`src/rtl/wb_write_sequencer.sv`:
```
// Register write-back sequencer: turns one accepted request into zero, one or two
// register-file writes over a single write port, with retire pulse and pending mask.
module wb_write_sequencer #(
    parameter int DATA_W = 64
) (
    input  logic              clk,
    input  logic              reset,
    input  logic              in_valid,
    output logic              in_ready,
    input  logic [3:0]        icode,
    input  logic [3:0]        rA,
    input  logic [3:0]        rB,
    input  logic [DATA_W-1:0] valE,
    input  logic [DATA_W-1:0] valM,
    output logic              wr_en,
    output logic [3:0]        wr_addr,
    output logic [DATA_W-1:0] wr_data,
    output logic              retire,
    output logic [14:0]       pending_mask,
    output logic [31:0]       retire_count
);

    localparam logic [1:0] ST_IDLE = 2'd0;
    localparam logic [1:0] ST_W1   = 2'd1;
    localparam logic [1:0] ST_W2   = 2'd2;

    localparam logic [3:0] REG_NONE = 4'hF;
    localparam logic [3:0] REG_RSP  = 4'h4;
    localparam logic [3:0] IC_POPQ  = 4'hB;

    logic [1:0]        state;
    logic [3:0]        icode_p0;
    logic [3:0]        ra_p0;
    logic [3:0]        rb_p0;
    logic [DATA_W-1:0] vale_p0;
    logic [DATA_W-1:0] valm_p0;

    logic              first_vld;
    logic [3:0]        first_addr;
    logic [DATA_W-1:0] first_data;
    logic              two_writes;

    // Register 0xF falls off the top of the 15-bit mask, so it never marks pending.
    function automatic logic [14:0] reg_bit(input logic [3:0] addr);
        logic [15:0] one_hot;
        one_hot = 16'd1 << addr;
        return one_hot[14:0];
    endfunction

    always_comb begin
        first_vld  = 1'b0;
        first_addr = REG_NONE;
        first_data = '0;
        case (icode_p0)
            4'h2, 4'h3, 4'h6: begin
                first_vld  = 1'b1;
                first_addr = rb_p0;
                first_data = vale_p0;
            end
            4'h5: begin
                first_vld  = 1'b1;
                first_addr = ra_p0;
                first_data = valm_p0;
            end
            4'h8, 4'h9, 4'hA, 4'hB: begin
                first_vld  = 1'b1;
                first_addr = REG_RSP;
                first_data = vale_p0;
            end
            default: ;
        endcase
        two_writes = (icode_p0 == IC_POPQ);
    end

    assign in_ready = (state == ST_IDLE);

    always_comb begin
        wr_en        = 1'b0;
        wr_addr      = '0;
        wr_data      = '0;
        retire       = 1'b0;
        pending_mask = '0;
        case (state)
            ST_W1: begin
                wr_en        = first_vld && (first_addr != REG_NONE);
                wr_addr      = first_addr;
                wr_data      = first_data;
                retire       = !two_writes;
                pending_mask = (first_vld ? reg_bit(first_addr) : 15'd0)
                             | (two_writes ? reg_bit(ra_p0) : 15'd0);
            end
            ST_W2: begin
                wr_en        = (ra_p0 != REG_NONE);
                wr_addr      = ra_p0;
                wr_data      = valm_p0;
                retire       = 1'b1;
                pending_mask = reg_bit(ra_p0);
            end
            default: ;
        endcase
        // A reset cycle must not leak a write or retire of an aborted request.
        if (reset) begin
            wr_en        = 1'b0;
            retire       = 1'b0;
            pending_mask = '0;
        end
    end

    always_ff @(posedge clk) begin
        if (reset) begin
            state        <= ST_IDLE;
            icode_p0     <= '0;
            ra_p0        <= '0;
            rb_p0        <= '0;
            vale_p0      <= '0;
            valm_p0      <= '0;
            retire_count <= '0;
        end else begin
            case (state)
                ST_IDLE: begin
                    if (in_valid) begin
                        icode_p0 <= icode;
                        ra_p0    <= rA;
                        rb_p0    <= rB;
                        vale_p0  <= valE;
                        valm_p0  <= valM;
                        state    <= ST_W1;
                    end
                end
                ST_W1:   state <= two_writes ? ST_W2 : ST_IDLE;
                default: state <= ST_IDLE;
            endcase
            if (retire) begin
                retire_count <= retire_count + 32'd1;
            end
        end
    end

endmodule

```
`config.mk`:
```
export PLATFORM = sky130hd
export DESIGN_NAME = wb_write_sequencer
export DESIGN_NICKNAME = d
export VERILOG_FILES = /design/src/rtl/wb_write_sequencer.sv
export SDC_FILE = /design/constraint.sdc
export NUM_CORES = 1
export LEC_CHECK = 0
export BUFFER_PORTS_ARGS = -buffer_cell sky130_fd_sc_hd__buf_2
export CORE_MARGIN = 4
export CORE_UTILIZATION = 40
export CTS_CLUSTER_SIZE = 16
export DETAILED_ROUTE_END_ITERATION = 8
export PLACE_DENSITY = 0.68
export RECOVER_POWER = 50
export SLEW_MARGIN = 30
export SYNTH_ARGS = -nofsm -noshare
export SYNTH_HDL_FRONTEND = slang
export SYNTH_SLANG_ARGS = --single-unit
```
`constraint.sdc`:
```
create_clock -name clk -period 2 [get_ports clk]
set_input_delay 0.2 -clock clk [delete_from_list [all_inputs] [get_ports clk]]
set_output_delay 0.2 -clock clk [all_outputs]
set_load 0.05 [all_outputs]
```
# Word-level counts from Yosys, hierarchy flattened

Index checks and enable logic that the tools add are counted.

Flip-flop bits (word level): 174
Logic and storage cells: 48

Add/subtract/negate cells: 1
Equality and inequality tests: 13
Shifts and indexed selects: 2
Multiplexer cells: 16
Bitwise logic cells: 1
Reduce and logical (&&, ||, !) cells: 8

Operators with widths:

| operator                                          | number |
|---|---|
| case mux 64 bit (2 select lines)                  | 2 |
| 2-to-1 mux 15 bit                                 | 3 |
| adder 32 x 1 -> 32 bit (second input constant)    | 1 |
| case mux 15 bit (2 select lines)                  | 1 |
| left shift 1 x 4 -> 15 bit (first input constant) | 2 |
| == test 4 bit (second input constant)             | 4 |
| OR 15 bit                                         | 1 |
| case mux 4 bit (3 select lines)                   | 1 |
| == test 4 x 2 -> 1 bit (second input constant)    | 2 |
| == test 4 x 3 -> 1 bit (second input constant)    | 2 |
| inequality test 4 bit (second input constant)     | 2 |
| case mux 4 bit (2 select lines)                   | 1 |
| OR reduction 8 bit                                | 1 |
| OR reduction 7 bit                                | 1 |
| 2-to-1 mux 2 bit                                  | 2 |
| case mux 1 bit (2 select lines)                   | 2 |
| case mux 2 bit (2 select lines)                   | 1 |
| OR reduction 4 bit                                | 1 |
| 2-to-1 mux 1 bit                                  | 3 |
| OR reduction 3 bit                                | 1 |
| == test 2 x 1 -> 1 bit (second input constant)    | 1 |
| == test 2 bit (second input constant)             | 1 |
| zero test 2 bit                                   | 1 |
| inequality test 2 bit (second input constant)     | 1 |
| other kinds (3)                                   | 3 |

# Depth between registers and ports, before layout

Gate-level depths: netlist (run 1).

Depth after elaboration: 8
Gate-level depth with buffers: 8
Depth with buffers taken out: 8

# Worst setup path after synthesis (run 1)

Ideal clock, no wire load.

Path type: reg2out
Start: reg state[0]
End: out pending_mask[11]
Arrival time: 2.596 ns
Required time: 1.800 ns
Path slack: -0.796 ns
Cell stages (with the launch flop): 7
Buffers on the path: 0
Cell sequence: dfxtp_1 -> inv_1 -> ha_1 -> and2b_1 -> nand2_1 -> a211o_1 -> o32ai_1

Cells in the longest elaborated chain, start to end: 3
Elaborated cells on any way between the ends: 4
Those cells by class: 2 x eq/ne; 2 x mux

RTL lines:

| what                                                           | line | RTL |
|---|---|---|
| start, declared                                                | 31   | `logic [1:0] state;` |
| start signal, assigned                                         | 130  | `ST_W1: state <= two_writes ? ST_W2 : ST_IDLE;` |
| == test 2 bit / == test 2 x 1 -> 1 bit (equally long branches) | 83   | `case (state)` |
| case mux 15 bit (2 select lines) (*)                           | 83   |  |
| 2-to-1 mux 15 bit (*)                                          | 102  | `if (reset) begin` |
| end, declared                                                  | 19   | `output logic [14:0] pending_mask,` |

Every way passes the cells marked *; elsewhere a longest branch is shown, timed or not.

# Worst setup path after layout (run 1)

Start: reg state[1]
End: out pending_mask[12]

The elaborated chain is that of the path after synthesis.

==> key figures, run 1 <==
Run status
  – Outcome: complete, but fails checks
  – Failing checks: negative setup slack

Global route
  – Total grt overflow: 0
  – Met2 Use GR: 0.440
  – Gr busiest metal: met2
  – Initial antenna violation count: 1
  – Total track usage: 0.255
  – Vias in the first global route: 8935
  – Largest net degree at the start of global routing: 98
  – M1 GR Usage: 0.315
  – First-pass GRT wire length: 45600 µm
  – Met3 usage: 0.0676

STA
  – Hold_ws: 0.0108 ns
  – Final Cycle Share: 1.23
  – Max-slew violations: 0
  – Crit path time final: 2.47 ns
  – Slew headroom: 0.348
  – Final Skew: 0.0176 ns
  – Peak Freq: 405 MHz
  – Final Worst Setup Slack: -0.468 ns
  – Final Setup Violations: 99
  – Final Hold Fails: 0
  – Worst-Margin Slew: 0.978 ns
  – RSZ-0062 raised after global routing: yes
  – Setup_tns: -29.15 ns

Layout
  – Util after Layout: 0.720
  – Leading cell type in the layout, fill and taps excluded: nand2_1
  – Synth-to-layout area growth: 76.8%
  – Commonest cells after routing, fill and taps aside: 303 x nand2_1, 174 x buf_2, 156 x dfxtp_1
  – Storage cell area: 3510 µm²
  – Nets: 1575
  – # diodes: 0
  – Share of post-route cells with drive strength above 1: 0.450
  – Final Cell Area: 14000 µm²
  – Multi-input gate area: 5450 µm²
  – Fill cells: 1408

Die
  – Number of I/O pins: 261
  – Die width: 149 µm
  – Die area: 22100 µm²
  – Starting Density: 0.407
  – Core Area: 19500 µm²
  – Number of cell rows: 51
  – Die span in y: 149 µm

Yosys
  – Synth Flop Type: dfxtp_1
  – Average size of a mapped cell: 7.61 µm²
  – YS warnings: 0
  – Yosys cell types: 57
  – Ys async rst share: 0
  – Syn Nets: 1188
  – Post-Syn Instances: 1041
  – EDFF count, synth: 0
  – Mapped Area: 7920 µm²
  – Number of synthesized register bits: 174
  – Sequential element share of the synthesized area: 0.440

Place
  – Port Buf Inserts: 260
  – Placer Congestion: 0.874
  – DP HPWL: 16800 µm
  – Placed Area: 10600 µm²

Setup path
  – Worst reg2reg path depth: 13
  – Crit path DAT: 2.27 ns
  – WS Path Type: flop to output pin
  – Worst setup EP type: output pin
  – Reg2reg end: retire_count[14]
  – Max FO, Critical Path: 4
  – Setup slack, reg-to-reg: -0.19 ns
  – Setup crit end: pending_mask[12]
  – Critical Path Start Type: flop
  – Critical path origin: state[1]
  – Worst R2R Start: state[1]
  – CP required: 1.80 ns

Clock tree
  – Worst skew pair latency: 0.44 ns
  – CTS H-tree lvls: 4
  – CTS tree: built
  – CTS Root Cell: clkbuf_16
  – TritonCTS Buffers: 17
  – Clk sinks: 174
  – Clock Pin Slew Worst Setup and Hold Paths: 0.08 ns
  – Max Root-Sink Buffers: 2

Detailed routing
  – # DRC: 0
  – Drt total wl: 30400 µm
  – Initial drt markers: 422
  – Via Count: 9007
  – Antenna-violating nets left: 0
  – Average wire per standard cell: 17.8 µm
  – Vias per cell: 5.28
  – DRT Pass-1 Iters: 5

Power and ir drop
  – Power, Total: 8.42 mW
  – Power per cell area: 601 nW/µm²
  – Lkg Pwr: 5.38 nW
  – Worst VDD drop: 557 µV

Flow run
  – Max Cap Viol: 0

Min path
  – Hold Crit Class: input pin to flop
-- registers in the layout, indices dropped and copies added, names as in the netlist --
name	cells
vale_p0	64
valm_p0	64
retire_count	32
icode_p0	4
ra_p0	4
rb_p0	4
state	2
-- kinds of logic (layout without fill, tap and decap cells) --
family / Yosys count / after routing / share of synthesized area
AOI/OAI and AO/OA: 258 / 258 / 0.195
xor gates and xnor gates: 23 / 23 / 0.0254
adders and majority gates: 4 / 4 / 0.00632
buffers and inverters: 89 / 489 / 0.0426
DFF: 174 / 174 / 0.440
muxes: 1 / 1 / 0.00142
and+or+nand+nor: 492 / 492 / 0.289
-- worst min path at each step --
stage / startpoint / end / slack [ns] / cells past startpoint
final: valE[18] / vale_p0[18] / 0.01 / 3
after global routing: valM[32] / valm_p0[32] / 0.0007 / 3
after CTS: valE[61] / vale_p0[61] / 0.00008 / 3
after detailed placement: valM[21] / valm_p0[21] / 0.45 / 3
after global placement: valm_p0[45] / valm_p0[45] / 0.44 / 2
after floorplan: valE[0] / vale_p0[0] / 0.34 / 2
-- power breakdown --
group / switching [mW] / leakage [nW] / internal [mW]
Sequential: 0.129 / 1.43 / 3.64
Clock: 1.60 / 0.290 / 1.70
Combinational: 0.671 / 3.65 / 0.678
Total: 2.40 / 5.38 / 6.02
-- through the flow --
stage               setup slack (ns)  cells
floorplan                     -0.355   1041
global placement              -0.163   1559
detailed placement            -0.203   1559
CTS                           -0.430   1687
global route                  -0.551   1706
finish                        -0.468   1706
-- cells in the mapped netlist (5+ instances only) --
cell type,count,area share
nand2_1,310,0.15
dfxtp_1,174,0.44
a21oi_1,152,0.096
nor2b_1,70,0.055
a22oi_1,67,0.063
clkbuf_1,63,0.030
nor2_1,31,0.015
nand4_1,17,0.013
xor2_1,16,0.018
buf_1,15,0.0071
o22ai_1,11,0.0087
nand3_1,10,0.0063
o21ai_0,8,0.0051
inv_1,7,0.0033
nor3_1,7,0.0044
or3_1,7,0.0055
xnor2_1,7,0.0077
nand2b_1,6,0.0047
nand4b_1,5,0.0055
-- per-layer routing --
layer,vias to the layer above,part of all wire
li1,4327,-
met1,4319,0.41
met2,312,0.51
met3,47,0.064
met5,-,0.00023
met4,2,0.020
-- worst max-delay path, stage by stage (launching register included) --
cell      delay, ns
dfxtp_2        0.33
inv_2          0.06
ha_4           0.26
buf_4          0.10
buf_8          0.12
nand2b_4       0.06
or3_4          0.42
o32ai_4        0.30
buf_6          0.20
-- layout make-up --
type / count / area share
inverters: 8 / 0.00223
multi-input cells: 778 / 0.389
flip-flops and latches: 174 / 0.251
clock inverters: 14 / 0.0105
well taps: 265 / 0.0237
repair buffers: 449 / 0.292
clock buffers: 18 / 0.0314
-- what timing repair did --
item	in CTS	in global routing
endpoints found under the hold margin	65	0
setup endpoints to repair	99	110
hold buffers	65	0
gates cloned	11	6
pin swaps	73	62
resized for setup	315	66
buffers inserted	21	13
No activity file was read; power rests on OpenSTA's default activity.
==> run 2, diff against run 1 <==
--- a/config.mk
+++ b/config.mk
@@ -8,9 +8,10 @@
 export BUFFER_PORTS_ARGS = -buffer_cell sky130_fd_sc_hd__buf_2
 export CORE_MARGIN = 4
 export CORE_UTILIZATION = 40
+export CTS_BUF_LIST = sky130_fd_sc_hd__clkbuf_16
 export CTS_CLUSTER_SIZE = 16
 export DETAILED_ROUTE_END_ITERATION = 8
-export PLACE_DENSITY = 0.68
+export PLACE_DENSITY = 0.66
 export RECOVER_POWER = 50
 export SLEW_MARGIN = 30
 export SYNTH_ARGS = -nofsm -noshare
==> constraint.sdc (replaced) <==
create_clock -name clk -period 2.4 [get_ports clk]
set_input_delay 0.24 -clock clk [delete_from_list [all_inputs] [get_ports clk]]
set_output_delay 0.24 -clock clk [all_outputs]
set_load 0.05 [all_outputs]
==> run 2 against run 1 <==
  * The run still ends with negative setup slack left
  * Clock-buffer cell count shrank 1
  * Clock skew decreased by 0.0018 ns
  * Register-to-register slack improved by 0.40 ns
  * Non-clock buffer count is 157 lower
  * First-iteration DRC count rose by 1.4%
  * Global-route usage is 4.7 points lower
  * Core utilization decreased by 17 points
  * Sequential power decreased by 17%
==> key figures, run 2 (synthesis results as in run 1) <==
Detailed routing
  – Drt total wl: 24000 µm (-21%)
  – Antenna-violating nets left: 0 (unchanged)
  – DRT Pass-1 Iters: 4 (-1)
  – Average wire per standard cell: 15.5 µm (-13%)
  – # DRC: 0 (unchanged)
  – Initial drt markers: 428 (+1.4%)
  – Vias per cell: 5.18 (-2.0%)
  – Via Count: 8017 (-11%)

Die
  – Die width: 149 µm (unchanged)
  – Die span in y: 149 µm (unchanged)
  – Starting Density: 0.407 (unchanged)
  – Core Area: 19500 µm² (unchanged)
  – Die area: 22100 µm² (unchanged)
  – Number of I/O pins: 261 (unchanged)
  – Number of cell rows: 51 (unchanged)

Clock tree
  – CTS H-tree lvls: 4 (unchanged)
  – CTS tree: built
  – Max Root-Sink Buffers: 2 (unchanged)
  – TritonCTS Buffers: 17 (unchanged)
  – Worst skew pair latency: 0.42 ns (-0.02 ns)
  – CTS Root Cell: clkbuf_16
  – # hold bufs at CTS: 0 (-100%)
  – Clock Pin Slew Worst Setup and Hold Paths: 0.07 ns (about the same)
  – Clk sinks: 174 (unchanged)

Min path
  – Hold Crit Class: input pin to flop
  – HP Start: valE[31]
  – Hold Path Depth: 3 (unchanged)
  – Hold endpoint: vale_p0[31]

Place
  – Placer Congestion: 0.889 (+1.7%)
  – Port Buf Inserts: 260 (unchanged)
  – DP HPWL: 15800 µm (-5.8%)

Layout
  – Nets: 1418 (-10%)
  – Commonest cells after routing, fill and taps aside: 307 x nand2_1, 196 x buf_2, 168 x dfxtp_1
  – Synth-to-layout area growth: 35.6%
  – Biggest regs: vale_p0 (64), valm_p0 (64), retire_count (32)
  – Leading cell type in the layout, fill and taps excluded: nand2_1
  – Share of post-route cells with drive strength above 1: 0.341 (-0.110)

Setup path
  – Worst R2R Start: state[1]
  – Delay-heaviest family, CP: simple AND/OR/NAND/NOR gates
  – WS Path Type: flop to output pin
  – Max FO, Critical Path: 3 (-1)
  – Crit path DAT: 2.25 ns (-0.02 ns)
  – Worst setup EP type: output pin
  – Worst path bufs/invs: 2 (-2)
  – Worst reg2reg path depth: 10 (-3)
  – Setup slack, reg-to-reg: 0.21 ns (+0.40 ns)
  – CP required: 2.16 ns (+0.36 ns)
  – Max incr delay on CP: 0.35 ns (-0.07 ns)
  – Reg2reg end: retire_count[27]
  – Slowest CP cell: dfxtp_2
  – Crit path cell chain: inv_4 -> ha_4 -> and2b_2 -> nand2_2 -> a211o_1 -> nand4b_1 -> o22ai_1 -> buf_4
  – Critical Path Start Type: flop

Global route
  – First-pass GRT wire length: 37700 µm (-17%)
  – Total grt overflow: 0 (unchanged)
  – Total track usage: 0.208 (-0.0474)
  – Largest net degree at the start of global routing: 159 (+62%)
  – Vias in the first global route: 7526 (-16%)
  – Initial antenna violation count: 3 (+2)

STA
  – Setup_tns: -0.896 ns (+28.25 ns)
  – Final Setup Violations: 34 (-66%)
  – Max-slew violations: 0 (unchanged)
  – Final Cycle Share: 1.04
  – Slew headroom: 0.456 (+0.108)
  – RSZ-0062 raised after global routing: yes
  – Final Skew: 0.0158 ns (-0.00180 ns)
  – Peak Freq: 402 MHz
  – Crit path time final: 2.49 ns
  – Final Worst Setup Slack: -0.0875 ns (+0.381 ns)
  – Final Hold Fails: 0 (unchanged)
  – Worst-Margin Slew: 0.817 ns (-0.161 ns)

Power and ir drop
  – Worst VDD drop: 452 µV (-19%)
  – Power per cell area: 611 nW/µm² (+1.6%)
  – Lkg Pwr: 4.23 nW (-21%)
  – Power, Total: 6.56 mW (-22%)

Flow run
  – Max Cap Viol: 0 (unchanged)

Run status
  – Failing checks: negative setup slack
  – Outcome: complete, but fails checks
==> run 2: changes by cell type in the layout (fill, tap and decap cells not counted), moves of 11 or more <==
| cell | previous run | this run |
|---|---|---|
| nor2b_2 | 6 | 61 |
| buf_2 | 174 | 196 |
| a22oi_2 | 67 | 5 |
| nor2b_4 | 62 | 0 |
| buf_8 | 17 | 0 |
| dlygate4sd3_1 | 65 | 0 |
| a22oi_1 | 0 | 62 |
| buf_6 | 101 | 10 |
| dfxtp_1 | 156 | 168 |
| dfxtp_2 | 16 | 5 |
| buf_4 | 62 | 74 |
| buf_16 | 12 | 0 |
==> run 2: how the worst max path moves through the flow <==
stage / start / to / slack [ns] / cells after the start
after floorplan: state[0] / pending_mask[8] / -0.20 / 7
after global placement: state[0] / pending_mask[8] / 0.18 / 8
after detailed placement: state[0] / pending_mask[10] / 0.13 / 8
after CTS: state[1] / pending_mask[10] / -0.09 / 8
after global routing: state[1] / pending_mask[9] / -0.18 / 8
final: state[1] / pending_mask[10] / -0.09 / 8
==> run 2: power breakdown <==
| group | switching, mW | total [mW] | internal (mW) |
|---|---|---|---|
| Clock | 1.18 | 2.71 | 1.53 |
| Combinational | 0.425 | 0.727 | 0.302 |
| Sequential | 0.0924 | 3.13 | 3.03 |
==> run 2: timing repair <==
| action | 4_1_cts | 5_1_grt |
|---|---|---|
| endpoints found under the setup margin | 85 | 84 |
| gates resized for setup | 82 | 24 |
| setup buffers | 4 | 3 |
| pin swaps | 5 | 3 |
| hold endpoints to repair | 0 | 0 |
| cloned | 0 | 2 |
==> run 2: cell type report <==
cell class / count / area (µm²)
Sequential cell: 174 / 3490
Timing Repair Buffer: 292 / 1870
Fill cell: 1899 / 8720
Multi-Input combinational cell: 778 / 4430
Clock buffer: 17 / 425
Antenna cell: 1 / 2.50
Inverter: 8 / 46.3
Tap cell: 265 / 332
Clock inverter: 14 / 143
==> run 2: routing by layer <==
metal	GRT usage	up-vias	share of wire	wire length [µm]
li1	-	4008	-	-
met1	0.267	3750	0.44	10500
met2	0.334	226	0.46	11100
met3	0.0710	29	0.081	1950
met4	0.0568	4	0.014	346
met5	0	-	0.00071	17
==> run 2: worst reg2reg max path: cells and delay by family, from the launching register on <==
kind,cells,cell delay [ns]
buffers and inverters,4,0.44
AND/OR/NAND/NOR,4,0.92
AO/OA/AOI/OAI,1,0.14
flip-flops,1,0.35
adder cells (fa/ha/maj),1,0.26
==> run 2: metrics by stage <==
stage / instance area, µm² / util / setup slack [ns] / hold slack [ns] / cells
after floorplan: 8130 / - / -0.204 / 0.376 / 1041
after global placement: 9750 / 0.501 / 0.177 / 0.442 / 1508
after detailed placement: 9750 / 0.501 / 0.128 / 0.446 / 1508
after CTS: 10600 / 0.543 / -0.0900 / 0.0245 / 1543
after global routing: 10700 / 0.552 / -0.183 / 0.0318 / 1549
final: 10700 / 0.552 / -0.0875 / 0.0438 / 1549
==> run 3, diff against run 2 <==
--- a/config.mk
+++ b/config.mk
@@ -7,11 +7,11 @@
 export LEC_CHECK = 0
 export BUFFER_PORTS_ARGS = -buffer_cell sky130_fd_sc_hd__buf_2
 export CORE_MARGIN = 4
-export CORE_UTILIZATION = 40
+export CORE_UTILIZATION = 50
 export CTS_BUF_LIST = sky130_fd_sc_hd__clkbuf_16
 export CTS_CLUSTER_SIZE = 16
 export DETAILED_ROUTE_END_ITERATION = 8
-export PLACE_DENSITY = 0.66
+export PLACE_DENSITY = 0.79
 export RECOVER_POWER = 50
 export SLEW_MARGIN = 30
 export SYNTH_ARGS = -nofsm -noshare
==> run 3 against run 2 <==
  * The flow still finishes with violations (negative setup slack)
  * Largest cell class unchanged
  * Via count is 4.4% higher
  * Final cell count is 2.6% lower
  * First-iteration DRC count grew 46%
  * Highest routed layer unchanged
==> key figures, run 3 (synthesis results as in run 1) <==
Setup path
  – CP required: 2.16 ns (about the same)
  – WS Path Type: flop to output pin
  – Max incr delay on CP: 0.35 ns (about the same)
  – Crit path cell chain: inv_4 -> ha_4 -> and2b_2 -> nand2_2 -> a211o_1 -> nand4b_1 -> o22ai_1 -> buf_4
  – Crit path DAT: 2.31 ns (+0.06 ns)
  – Slowest CP cell: dfxtp_2
  – Worst setup EP type: output pin
  – Max FO, Critical Path: 3 (unchanged)
  – Critical Path Start Type: flop

Clock tree
  – CTS H-tree lvls: 4 (unchanged)
  – TritonCTS Buffers: 17 (unchanged)
  – Clock Pin Slew Worst Setup and Hold Paths: 0.07 ns (about the same)
  – Max Root-Sink Buffers: 2 (unchanged)
  – CTS tree: built
  – Clk sinks: 174 (unchanged)
  – Worst skew pair latency: 0.43 ns (about the same)
  – CTS Root Cell: clkbuf_16
  – # hold bufs at CTS: 0 (unchanged)

Die
  – Starting Density: 0.515 (+0.108)
  – Number of I/O pins: 261 (unchanged)
  – Die area: 17900 µm² (-19%)
  – Die width: 134 µm (-10%)
  – Number of cell rows: 45 (-12%)
  – Die span in y: 134 µm (-10%)
  – Core Area: 15400 µm² (-21%)

Global route
  – First-pass GRT wire length: 38000 µm (+0.55%)
  – Largest net degree at the start of global routing: 176 (+11%)
  – Initial antenna violation count: 2 (-1)
  – Total grt overflow: 0 (unchanged)
  – Total track usage: 0.261 (+0.0531)
  – Vias in the first global route: 7581 (+0.73%)

Detailed routing
  – # DRC: 0 (unchanged)
  – Via Count: 8371 (+4.4%)
  – Initial drt markers: 625 (+46%)
  – Average wire per standard cell: 17.1 µm (+10%)
  – Drt total wl: 25800 µm (+7.6%)
  – Vias per cell: 5.55 (+7.2%)
  – DRT Pass-1 Iters: 5 (+1)
  – Antenna-violating nets left: 0 (unchanged)

STA
  – Max-slew violations: 0 (unchanged)
  – Crit path time final: 2.55 ns (+0.0623 ns)
  – Setup_tns: -0.699 ns (+0.198 ns)
  – RSZ-0062 raised after global routing: yes
  – Slew headroom: 0.456 (about the same)
  – Final Cycle Share: 1.06 (+0.0259)
  – Final Hold Fails: 0 (unchanged)
  – Final Skew: 0.00690 ns (-0.00893 ns)
  – Worst-Margin Slew: 0.817 ns (+0.000102 ns)
  – Final Setup Violations: 11 (-68%)
  – Peak Freq: 392 MHz (-2.4%)
  – Final Worst Setup Slack: -0.150 ns (-0.0623 ns)

Place
  – Placer Congestion: 0.918 (+3.3%)
  – Placed Area: 9710 µm² (-0.36%)
  – DP HPWL: 15700 µm (-0.96%)
  – Dpl cells: 1455 (-3.5%)
  – Port Buf Inserts: 260 (unchanged)
  – Setup WS pre-CTS: 0.0389 ns (-0.0891 ns)

Layout
  – Biggest regs: vale_p0 (64), valm_p0 (64), retire_count (32)
  – Final Cell Area: 11300 µm² (+4.8%)
  – Share of post-route cells with drive strength above 1: 0.379 (+0.0380)
  – Synth-to-layout area growth: 42.1%
  – Nets: 1431 (+0.92%)
  – Commonest cells after routing, fill and taps aside: 306 x nand2_1, 180 x buf_2, 168 x dfxtp_1
  – Util after Layout: 0.732 (+0.180)
  – Leading cell type in the layout, fill and taps excluded: nand2_1
  – Fin cells: 1509 (-2.6%)

Min path
  – Hold Crit Class: input pin to flop

Power and ir drop
  – Power per cell area: 581 nW/µm² (-4.9%)
  – Lkg Pwr: 4.36 nW (+3.1%)
  – Worst VDD drop: 606 µV (+34%)

Flow run
  – Max Cap Viol: 0 (unchanged)

Run status
  – Outcome: complete, but fails checks
  – Failing checks: negative setup slack
-- run 3: cell types whose count changed in the layout (fill, tap and decap cells not counted), moves of 3 or more --
cell / before / now
buf_2: 196 / 180
clkinv_1: 0 / 3
buf_6: 10 / 27
clkinv_4: 0 / 3
a22oi_2: 5 / 41
a22oi_1: 62 / 26
buf_4: 74 / 82
-- run 3: repair_timing --
action                                 CTS  global route
endpoints found under the hold margin    0             0
pin swaps                                6             4
resized for setup                       86           131
setup endpoints to repair               82            82
buffers inserted                         4            10
cloned                                   3             4
-- run 3: area by class of cell --
| cell class | count | area (µm²) |
|---|---|---|
| antenna | 1 | 2.50 |
| clock buffer | 17 | 425 |
| clock inverter | 15 | 124 |
| fill | 1173 | 4120 |
| inverter | 8 | 33.8 |
| multi-input combinational | 778 | 4720 |
| sequential | 174 | 3500 |
| tap | 211 | 264 |
| timing repair buffer | 305 | 2190 |
-- run 3: report_power, final --
group          switching (mW)  total (mW)  internal (mW)
Combinational           0.461       0.809          0.348
Sequential              0.108        3.14           3.03
Clock                    1.16        2.58           1.42
Total                    1.73        6.54           4.81
-- run 3: path summary, 6_finish.rpt --
check / from / to / slack [ns] / cells past startpoint
worst max-delay path: state[1] / pending_mask[10] / -0.15 / 8
worst min-delay path: valE[33] / vale_p0[33] / 0.04 / 3
worst min register to register: valm_p0[38] / valm_p0[38] / 0.45 / 2
worst max register to register: state[1] / retire_count[29] / 0.16 / 9
-- run 3: routing by layer --
layer / vias up / global-route usage / wire length, µm
met4: 2 / 0.0789 / 641
met2: 372 / 0.428 / 12600
met1: 3904 / 0.326 / 10300
met3: 54 / 0.0878 / 2240
li1: 4039 / - / -
met5: - / 0 / 13
-- run 3: critical path, delay by kind of cell, from the launching register on --
family,cells,cell delay [ns]
AO/OA/AOI/OAI,2,0.47
adder cells (fa/ha/maj),1,0.27
buffers and inverters,2,0.29
flip-flops,1,0.35
AND/OR/NAND/NOR,3,0.50
-- run 3: stage by stage --
step	total power [mW]	hold slack [ns]
3_3_place_gp	3.88	0.442
6_report	6.54	0.0438
2_1_floorplan	3.61	0.376
4_1_cts	6.50	0.0289
5_1_grt	6.78	0.0328
3_5_place_dp	3.89	0.446
